**config.mk**
```make
export PLATFORM = sky130hd
export DESIGN_NAME = osd_menu_ctrl
export DESIGN_NICKNAME = d
export VERILOG_FILES = /design/src/rtl/osd_pkg.sv /design/src/rtl/osd_idle_timer.sv /design/src/rtl/osd_menu_ctrl.sv
export SDC_FILE = /design/constraint.sdc
export NUM_CORES = 1
export LEC_CHECK = 0
export ABC_CLOCK_PERIOD_IN_PS = 8010
export CORE_MARGIN = 2
export CORE_UTILIZATION = 40
export DETAILED_ROUTE_END_ITERATION = 8
export HOLD_SLACK_MARGIN = 0.12
export PLACE_DENSITY = 0.59
export SYNTH_ARGS = -nofsm -noshare
export SYNTH_HDL_FRONTEND = slang
export SYNTH_SLANG_ARGS = --single-unit
```
**constraint.sdc**
```tcl
create_clock -name clk -period 8.01 [get_ports clk]
set_input_delay 1.602 -clock clk [delete_from_list [all_inputs] [get_ports clk]]
set_output_delay 1.602 -clock clk [all_outputs]
set_load 0.02 [all_outputs]
```
**src/rtl/osd_pkg.sv**
```systemverilog
// osd_pkg: shared definitions for the OSD menu blocks.
//   - menu_state_e : menu FSM state encoding
//   - KEY_*        : bit positions of the key pulses in the packed key vector
//   - DEF_*        : default parameter values for the OSD blocks
//   - key_arbitrate: fixed-priority one-key-per-cycle grant (MENU > OK > UP > DOWN)
package osd_pkg;

  typedef enum logic [1:0] {
    ST_CLOSED = 2'd0,
    ST_BROWSE = 2'd1,
    ST_EDIT   = 2'd2
  } menu_state_e;

  localparam int KEY_NUM  = 4;
  localparam int KEY_MENU = 0;
  localparam int KEY_OK   = 1;
  localparam int KEY_UP   = 2;
  localparam int KEY_DOWN = 3;

  localparam int DEF_ITEM_NUM    = 4;
  localparam int DEF_VAL_W       = 8;
  localparam int DEF_VAL_MAX     = 255;
  localparam int DEF_VAL_INIT    = 128;
  localparam int DEF_TIMEOUT_CYC = 250_000_000;

  // Grant exactly one key per cycle; lower-priority keys in the same cycle are dropped.
  function automatic logic [KEY_NUM-1:0] key_arbitrate(input logic [KEY_NUM-1:0] i_keys);
    logic [KEY_NUM-1:0] gnt;
    gnt = {KEY_NUM{1'b0}};
    if (i_keys[KEY_MENU]) begin
      gnt[KEY_MENU] = 1'b1;
    end else if (i_keys[KEY_OK]) begin
      gnt[KEY_OK] = 1'b1;
    end else if (i_keys[KEY_UP]) begin
      gnt[KEY_UP] = 1'b1;
    end else if (i_keys[KEY_DOWN]) begin
      gnt[KEY_DOWN] = 1'b1;
    end else begin
      gnt = {KEY_NUM{1'b0}};
    end
    return gnt;
  endfunction

endpackage

```
**src/rtl/osd_idle_timer.sv**
```systemverilog
// osd_idle_timer: saturating idle counter with an expiry pulse.
//   clk, rst_n : clock, asynchronous active-low reset
//   i_clr      : clear the counter (takes priority over counting)
//   i_en       : count this cycle
//   o_expire   : high while the counter sits at TIMEOUT_CYC-1, counting is
//                enabled and no clear is requested this cycle
module osd_idle_timer
  import osd_pkg::*;
#(
  parameter int TIMEOUT_CYC = DEF_TIMEOUT_CYC
) (
  input  logic clk,
  input  logic rst_n,
  input  logic i_clr,
  input  logic i_en,
  output logic o_expire
);

  localparam int              CNT_W    = $clog2(TIMEOUT_CYC + 1);
  localparam logic [CNT_W-1:0] CNT_ZERO = CNT_W'(0);
  localparam logic [CNT_W-1:0] CNT_ONE  = CNT_W'(1);
  localparam logic [CNT_W-1:0] CNT_LAST = CNT_W'(TIMEOUT_CYC - 1);
  localparam logic [CNT_W-1:0] CNT_MAX  = CNT_W'(TIMEOUT_CYC);

  logic [CNT_W-1:0] r_cnt;

  // Idle counter: clear wins, otherwise count up and hold at CNT_MAX.
  always_ff @(posedge clk or negedge rst_n) begin
    if (!rst_n) begin
      r_cnt <= CNT_ZERO;
    end else if (i_clr) begin
      r_cnt <= CNT_ZERO;
    end else if (i_en && (r_cnt != CNT_MAX)) begin
      r_cnt <= r_cnt + CNT_ONE;
    end else begin
      r_cnt <= r_cnt;
    end
  end

  // A clear in the same cycle suppresses expiry, so activity always beats the timeout.
  assign o_expire = i_en && !i_clr && (r_cnt == CNT_LAST);

endmodule

```
**src/rtl/osd_menu_ctrl.sv**
```systemverilog
// osd_menu_ctrl: OSD menu sequencer (CLOSED / BROWSE / EDIT).
//   clk, rst_n     : clock, asynchronous active-low reset
//   key_menu/up/down/ok : one-cycle debounced key press pulses
//   osd_en         : overlay visible
//   edit_mode      : selected item is being edited
//   sel_idx        : highlighted item
//   edit_val       : shadow value in EDIT, committed value of sel_idx otherwise
//   val_bus        : committed values, item i at [i*VAL_W +: VAL_W]
//   cfg_upd        : one-cycle commit strobe
//   cfg_idx        : item written by the last commit
// All outputs are registered; a key pulse in cycle N shows on the outputs in N+1.
module osd_menu_ctrl
  import osd_pkg::*;
#(
  parameter int ITEM_NUM    = DEF_ITEM_NUM,
  parameter int VAL_W       = DEF_VAL_W,
  parameter int VAL_MAX     = DEF_VAL_MAX,
  parameter int VAL_INIT    = DEF_VAL_INIT,
  parameter int TIMEOUT_CYC = DEF_TIMEOUT_CYC
) (
  input  logic                          clk,
  input  logic                          rst_n,
  input  logic                          key_menu,
  input  logic                          key_up,
  input  logic                          key_down,
  input  logic                          key_ok,
  output logic                          osd_en,
  output logic                          edit_mode,
  output logic [$clog2(ITEM_NUM)-1:0]   sel_idx,
  output logic [VAL_W-1:0]              edit_val,
  output logic [ITEM_NUM*VAL_W-1:0]     val_bus,
  output logic                          cfg_upd,
  output logic [$clog2(ITEM_NUM)-1:0]   cfg_idx
);

  localparam int               IDX_W    = $clog2(ITEM_NUM);
  localparam logic [IDX_W-1:0] IDX_ZERO = IDX_W'(0);
  localparam logic [IDX_W-1:0] IDX_ONE  = IDX_W'(1);
  localparam logic [IDX_W-1:0] IDX_LAST = IDX_W'(ITEM_NUM - 1);
  localparam logic [VAL_W-1:0] V_ZERO   = VAL_W'(0);
  localparam logic [VAL_W-1:0] V_ONE    = VAL_W'(1);
  localparam logic [VAL_W-1:0] V_MAX    = VAL_W'(VAL_MAX);
  localparam logic [VAL_W-1:0] V_INIT   = VAL_W'(VAL_INIT);

  menu_state_e               r_state;
  menu_state_e               w_state_nxt;
  logic [IDX_W-1:0]          r_sel;
  logic [IDX_W-1:0]          w_sel_nxt;
  logic [VAL_W-1:0]          r_shadow;
  logic [VAL_W-1:0]          w_shadow_nxt;
  logic [ITEM_NUM*VAL_W-1:0] r_val_bus;
  logic [ITEM_NUM*VAL_W-1:0] w_val_bus_nxt;
  logic                      r_osd_en;
  logic                      r_edit_mode;
  logic [VAL_W-1:0]          r_edit_val;
  logic [VAL_W-1:0]          w_edit_val_nxt;
  logic                      r_cfg_upd;
  logic                      w_cfg_upd_nxt;
  logic [IDX_W-1:0]          r_cfg_idx;
  logic [IDX_W-1:0]          w_cfg_idx_nxt;

  logic [KEY_NUM-1:0]        w_key_raw;
  logic [KEY_NUM-1:0]        w_key_gnt;
  logic                      w_key_acc;
  logic                      w_timer_clr;
  logic                      w_timer_en;
  logic                      w_expire;
  logic [VAL_W-1:0]          w_cur_val;

  // Pack the key pulses and pick the single winning key for this cycle.
  always_comb begin
    w_key_raw           = {KEY_NUM{1'b0}};
    w_key_raw[KEY_MENU] = key_menu;
    w_key_raw[KEY_OK]   = key_ok;
    w_key_raw[KEY_UP]   = key_up;
    w_key_raw[KEY_DOWN] = key_down;
    w_key_gnt           = key_arbitrate(w_key_raw);
  end

  // In CLOSED only MENU does anything; any granted key counts while the menu is open.
  assign w_key_acc   = (r_state != ST_CLOSED) && (|w_key_gnt);
  assign w_timer_clr = (r_state == ST_CLOSED) || w_key_acc;
  assign w_timer_en  = (r_state != ST_CLOSED);
  assign w_cur_val   = r_val_bus[r_sel*VAL_W +: VAL_W];

  osd_idle_timer #(
    .TIMEOUT_CYC (TIMEOUT_CYC)
  ) u_idle_timer (
    .clk      (clk),
    .rst_n    (rst_n),
    .i_clr    (w_timer_clr),
    .i_en     (w_timer_en),
    .o_expire (w_expire)
  );

  // Menu FSM next-state, selection, shadow and commit logic.
  always_comb begin
    w_state_nxt   = r_state;
    w_sel_nxt     = r_sel;
    w_shadow_nxt  = r_shadow;
    w_val_bus_nxt = r_val_bus;
    w_cfg_upd_nxt = 1'b0;
    w_cfg_idx_nxt = r_cfg_idx;
    case (r_state)
      ST_CLOSED: begin
        if (w_key_gnt[KEY_MENU]) begin
          w_state_nxt = ST_BROWSE;
        end else begin
          w_state_nxt = ST_CLOSED;
        end
      end
      ST_BROWSE: begin
        if (w_key_gnt[KEY_MENU]) begin
          w_state_nxt = ST_CLOSED;
        end else if (w_key_gnt[KEY_OK]) begin
          w_shadow_nxt = w_cur_val;
          w_state_nxt  = ST_EDIT;
        end else if (w_key_gnt[KEY_UP]) begin
          w_sel_nxt = (r_sel == IDX_ZERO) ? IDX_LAST : (r_sel - IDX_ONE);
        end else if (w_key_gnt[KEY_DOWN]) begin
          w_sel_nxt = (r_sel == IDX_LAST) ? IDX_ZERO : (r_sel + IDX_ONE);
        end else if (w_expire) begin
          w_state_nxt = ST_CLOSED;
        end else begin
          w_state_nxt = ST_BROWSE;
        end
      end
      ST_EDIT: begin
        if (w_key_gnt[KEY_MENU]) begin
          // Cancel: the shadow is simply abandoned.
          w_state_nxt = ST_BROWSE;
        end else if (w_key_gnt[KEY_OK]) begin
          w_val_bus_nxt[r_sel*VAL_W +: VAL_W] = r_shadow;
          w_cfg_upd_nxt = 1'b1;
          w_cfg_idx_nxt = r_sel;
          w_state_nxt   = ST_BROWSE;
        end else if (w_key_gnt[KEY_UP]) begin
          if (r_shadow < V_MAX) begin
            w_shadow_nxt = r_shadow + V_ONE;
          end else begin
            w_shadow_nxt = r_shadow;
          end
        end else if (w_key_gnt[KEY_DOWN]) begin
          if (r_shadow != V_ZERO) begin
            w_shadow_nxt = r_shadow - V_ONE;
          end else begin
            w_shadow_nxt = r_shadow;
          end
        end else if (w_expire) begin
          // Timeout while editing behaves like a cancel.
          w_state_nxt = ST_CLOSED;
        end else begin
          w_state_nxt = ST_EDIT;
        end
      end
      default: begin
        w_state_nxt = ST_CLOSED;
      end
    endcase
  end

  // Display value follows the state being entered so it lines up with edit_mode.
  always_comb begin
    if (w_state_nxt == ST_EDIT) begin
      w_edit_val_nxt = w_shadow_nxt;
    end else begin
      w_edit_val_nxt = w_val_bus_nxt[w_sel_nxt*VAL_W +: VAL_W];
    end
  end

  // State and output registers.
  always_ff @(posedge clk or negedge rst_n) begin
    if (!rst_n) begin
      r_state     <= ST_CLOSED;
      r_sel       <= IDX_ZERO;
      r_shadow    <= V_INIT;
      r_val_bus   <= {ITEM_NUM{V_INIT}};
      r_osd_en    <= 1'b0;
      r_edit_mode <= 1'b0;
      r_edit_val  <= V_INIT;
      r_cfg_upd   <= 1'b0;
      r_cfg_idx   <= IDX_ZERO;
    end else begin
      r_state     <= w_state_nxt;
      r_sel       <= w_sel_nxt;
      r_shadow    <= w_shadow_nxt;
      r_val_bus   <= w_val_bus_nxt;
      r_osd_en    <= (w_state_nxt != ST_CLOSED);
      r_edit_mode <= (w_state_nxt == ST_EDIT);
      r_edit_val  <= w_edit_val_nxt;
      r_cfg_upd   <= w_cfg_upd_nxt;
      r_cfg_idx   <= w_cfg_idx_nxt;
    end
  end

  assign osd_en    = r_osd_en;
  assign edit_mode = r_edit_mode;
  assign sel_idx   = r_sel;
  assign edit_val  = r_edit_val;
  assign val_bus   = r_val_bus;
  assign cfg_upd   = r_cfg_upd;
  assign cfg_idx   = r_cfg_idx;

endmodule

```
==> impl_metrics.json <==
{
  "r2r_start": "r_state[1]",
  "post_cts_buffers": 0,
  "antenna_found_initial": 0,
  "nNetsFinal": 595,
  "hold_ws_ns": 0.512,
  "grt_max_degree": 86,
  "synth_edf_count": 0,
  "cts_num_sinks": 85,
  "hold_buffers": 0,
  "via_count": 4102,
  "syn_avg_cell_area_um2": 9.63,
  "portBuffers": 52,
  "num_rows": 41,
  "relSlewSlack": 0.203,
  "dp.final_hpwl_um": 9130,
  "place_ws_ns": 3.11,
  "multiInputGateArea_um2": 2750,
  "clk_latency_ns": 0.35,
  "reg2regPathDepth": 7,
  "peakVddDrop_uv": 170,
  "cp.arrival_ns": 4.80,
  "grt_pass1_wl_um": 21500,
  "synth_seq_cells": 85,
  "hold_path_class": "reg2reg",
  "n_antenna_cell": 0,
  "clock-skew-final_ns": 0.0126,
  "setup_viol": 0,
  "powerDensity_nw_per_um2": 353,
  "crit_path_start_kind": "primary input",
  "cts-buffers-inserted": 9,
  "slew_violations": 0,
  "drc": 0,
  "dieArea_um2": 14000,
  "synthCells": 542,
  "grtUsageTotal": 0.194,
  "r2r_end": "edit_val[5]",
  "ys_seq_area_frac": 0.409,
  "power.leakage_nw": 2.57,
  "yosysWarnings": 0,
  "cts_root_buf": "clkbuf_16",
  "overflow": 0,
  "design_area_um2": 6140,
  "core-area_um2": 12700,
  "seq_area_um2": 2130,
  "tns_ns": 0,
  "cts_buffer_depth": 2,
  "ys_top_cells_by_count": "dfrtp_1 (79), nand3_1 (53), inv_1 (49)",
  "wirelength_um": 13200,
  "finalCriticalPeriod_ns": 4.57,
  "path_class": "in2reg",
  "critPathMaxFanout": 17,
  "cap_violations": 0,
  "antenna_left": 0,
  "fp.dieH_um": 118,
  "drtPass1Iterations": 5,
  "async_reset_ff_frac": 1.00,
  "post-place-cells": 735,
  "r2r_slack_ns": 4.90,
  "layout-drive-gt1-share": 0.142,
  "post_dp_cell_area_um2": 5830,
  "syn2layout_area_growth_pct": 17.7,
  "grt_pass1_vias": 4054,
  "die_w_um": 118,
  "tritoncts": "done",
  "min_from": "cfg_idx[1]",
  "wl_per_cell_um": 17.5,
  "hold_viol": 0,
  "cts_resized": 0,
  "vias_per_cell": 5.46,
  "place.gp.congestion": 0.902,
  "initial_core_util": 0.412,
  "path_clk_slew_ns": 0.06,
  "ys_top_cells_by_area": "dfrtp_1 (38%), nand3_1 (5.1%), mux2_4 (4.9%)",
  "whs_path_depth": 1,
  "drt_iter0_markers": 307,
  "critPathRequiredTime_ns": 8.24,
  "critPathCaptureType": "flop",
  "max_freq_ghz": 0.219,
  "ys.flop_type": "dfrtp_1",
  "status": "finished clean",
  "synth_top_area_share": 0.379,
  "timing.final.ws_setup_ns": 3.44,
  "whs_endpoint": "cfg_idx[1]",
  "yosys.cell_count.top_type": "dfrtp_1",
  "fillers": 1193,
  "period_share": 0.571,
  "synth_area_leader_cell": "dfrtp_1",
  "htreeDepth": 3,
  "pin_count": 53,
  "p_total_mw": 2.17,
  "fin_cells": 751,
  "syn_area_um2": 5220,
  "worst_pin_slew_ns": 1.19,
  "post-route-util": 0.485,
  "rsz0062_at_grt": "false",
  "synth_cell_types": 66,
  "syn_nets": 563
}
-- worst max path at each step --
stage	to	cells past startpoint	slack [ns]	from
floorplan	edit_val[6]	8	4.31	key_ok
global placement	edit_val[5]	7	3.18	key_ok
detailed placement	edit_val[5]	7	3.11	key_ok
CTS	edit_val[3]	7	3.48	key_ok
global route	edit_val[0]	7	3.28	key_ok
finish	edit_val[5]	7	3.44	key_ok
-- kinds of logic after synthesis --
kind of cell | share of synthesized area
and+or+nand+nor | 0.185
AOI/OAI and AO/OA | 0.124
buffers and inverters | 0.0654
DFF | 0.409
muxes | 0.134
xor gates and xnor gates | 0.0470
adders and majority gates | 0.0359
-- registers in the layout (all words and copies together), names as in the netlist --
register / count
edit_mode: 1
sel_idx: 2
r_state: 2
cfg_idx: 2
r_shadow: 8
osd_en: 1
edit_val: 8
u_idle_timer.r_cnt: 28
val_bus: 32
cfg_upd: 1
-- area by class of cell --
type | count | share of cell area
multi-input cells | 372 | 0.447
flip-flops and latches | 85 | 0.347
repair buffers | 56 | 0.0892
clock buffers | 13 | 0.0440
well taps | 172 | 0.0350
inverters | 50 | 0.0305
clock inverters | 3 | 0.00713
-- critical path, stage by stage --
cell and delay (ns):
clkdlybuf4s50_1 0.65, nor2_2 0.46, nand3_1 0.21, o311ai_4 0.93, mux2_2 0.42, mux2_2 0.27
mux2_4 0.25
-- layout by cell type (no fill, tap or decap), types with 10 or more instances in the layout --
master           count
nand3_1             53
inv_1               49
mux2_2              19
mux2_4              17
xor2_1              16
nand2_1             21
clkdlybuf4s50_1     51
o21ai_0             48
nor2_1              43
xnor2_1             12
ha_1                15
nor4_1              10
dfrtp_1             79
-- metal layers --
| metal | vias to the layer above | GRT usage | share of wire |
|---|---|---|---|
| li1 | 1980 | - | - |
| met2 | 121 | 0.305 | 0.47 |
| met5 | - | 0 | 0 |
| met4 | 0 | 0.0633 | 0.020 |
| met1 | 1972 | 0.262 | 0.47 |
| met3 | 29 | 0.0483 | 0.048 |
-- power by group --
group | total, mW | internal [mW] | switching (mW)
clock | 0.440 | 0.267 | 0.173
sequential | 0.685 | 0.552 | 0.134
combinational | 1.05 | 0.505 | 0.541
total | 2.17 | 1.32 | 0.847
Power figures use the tool's default switching activity.
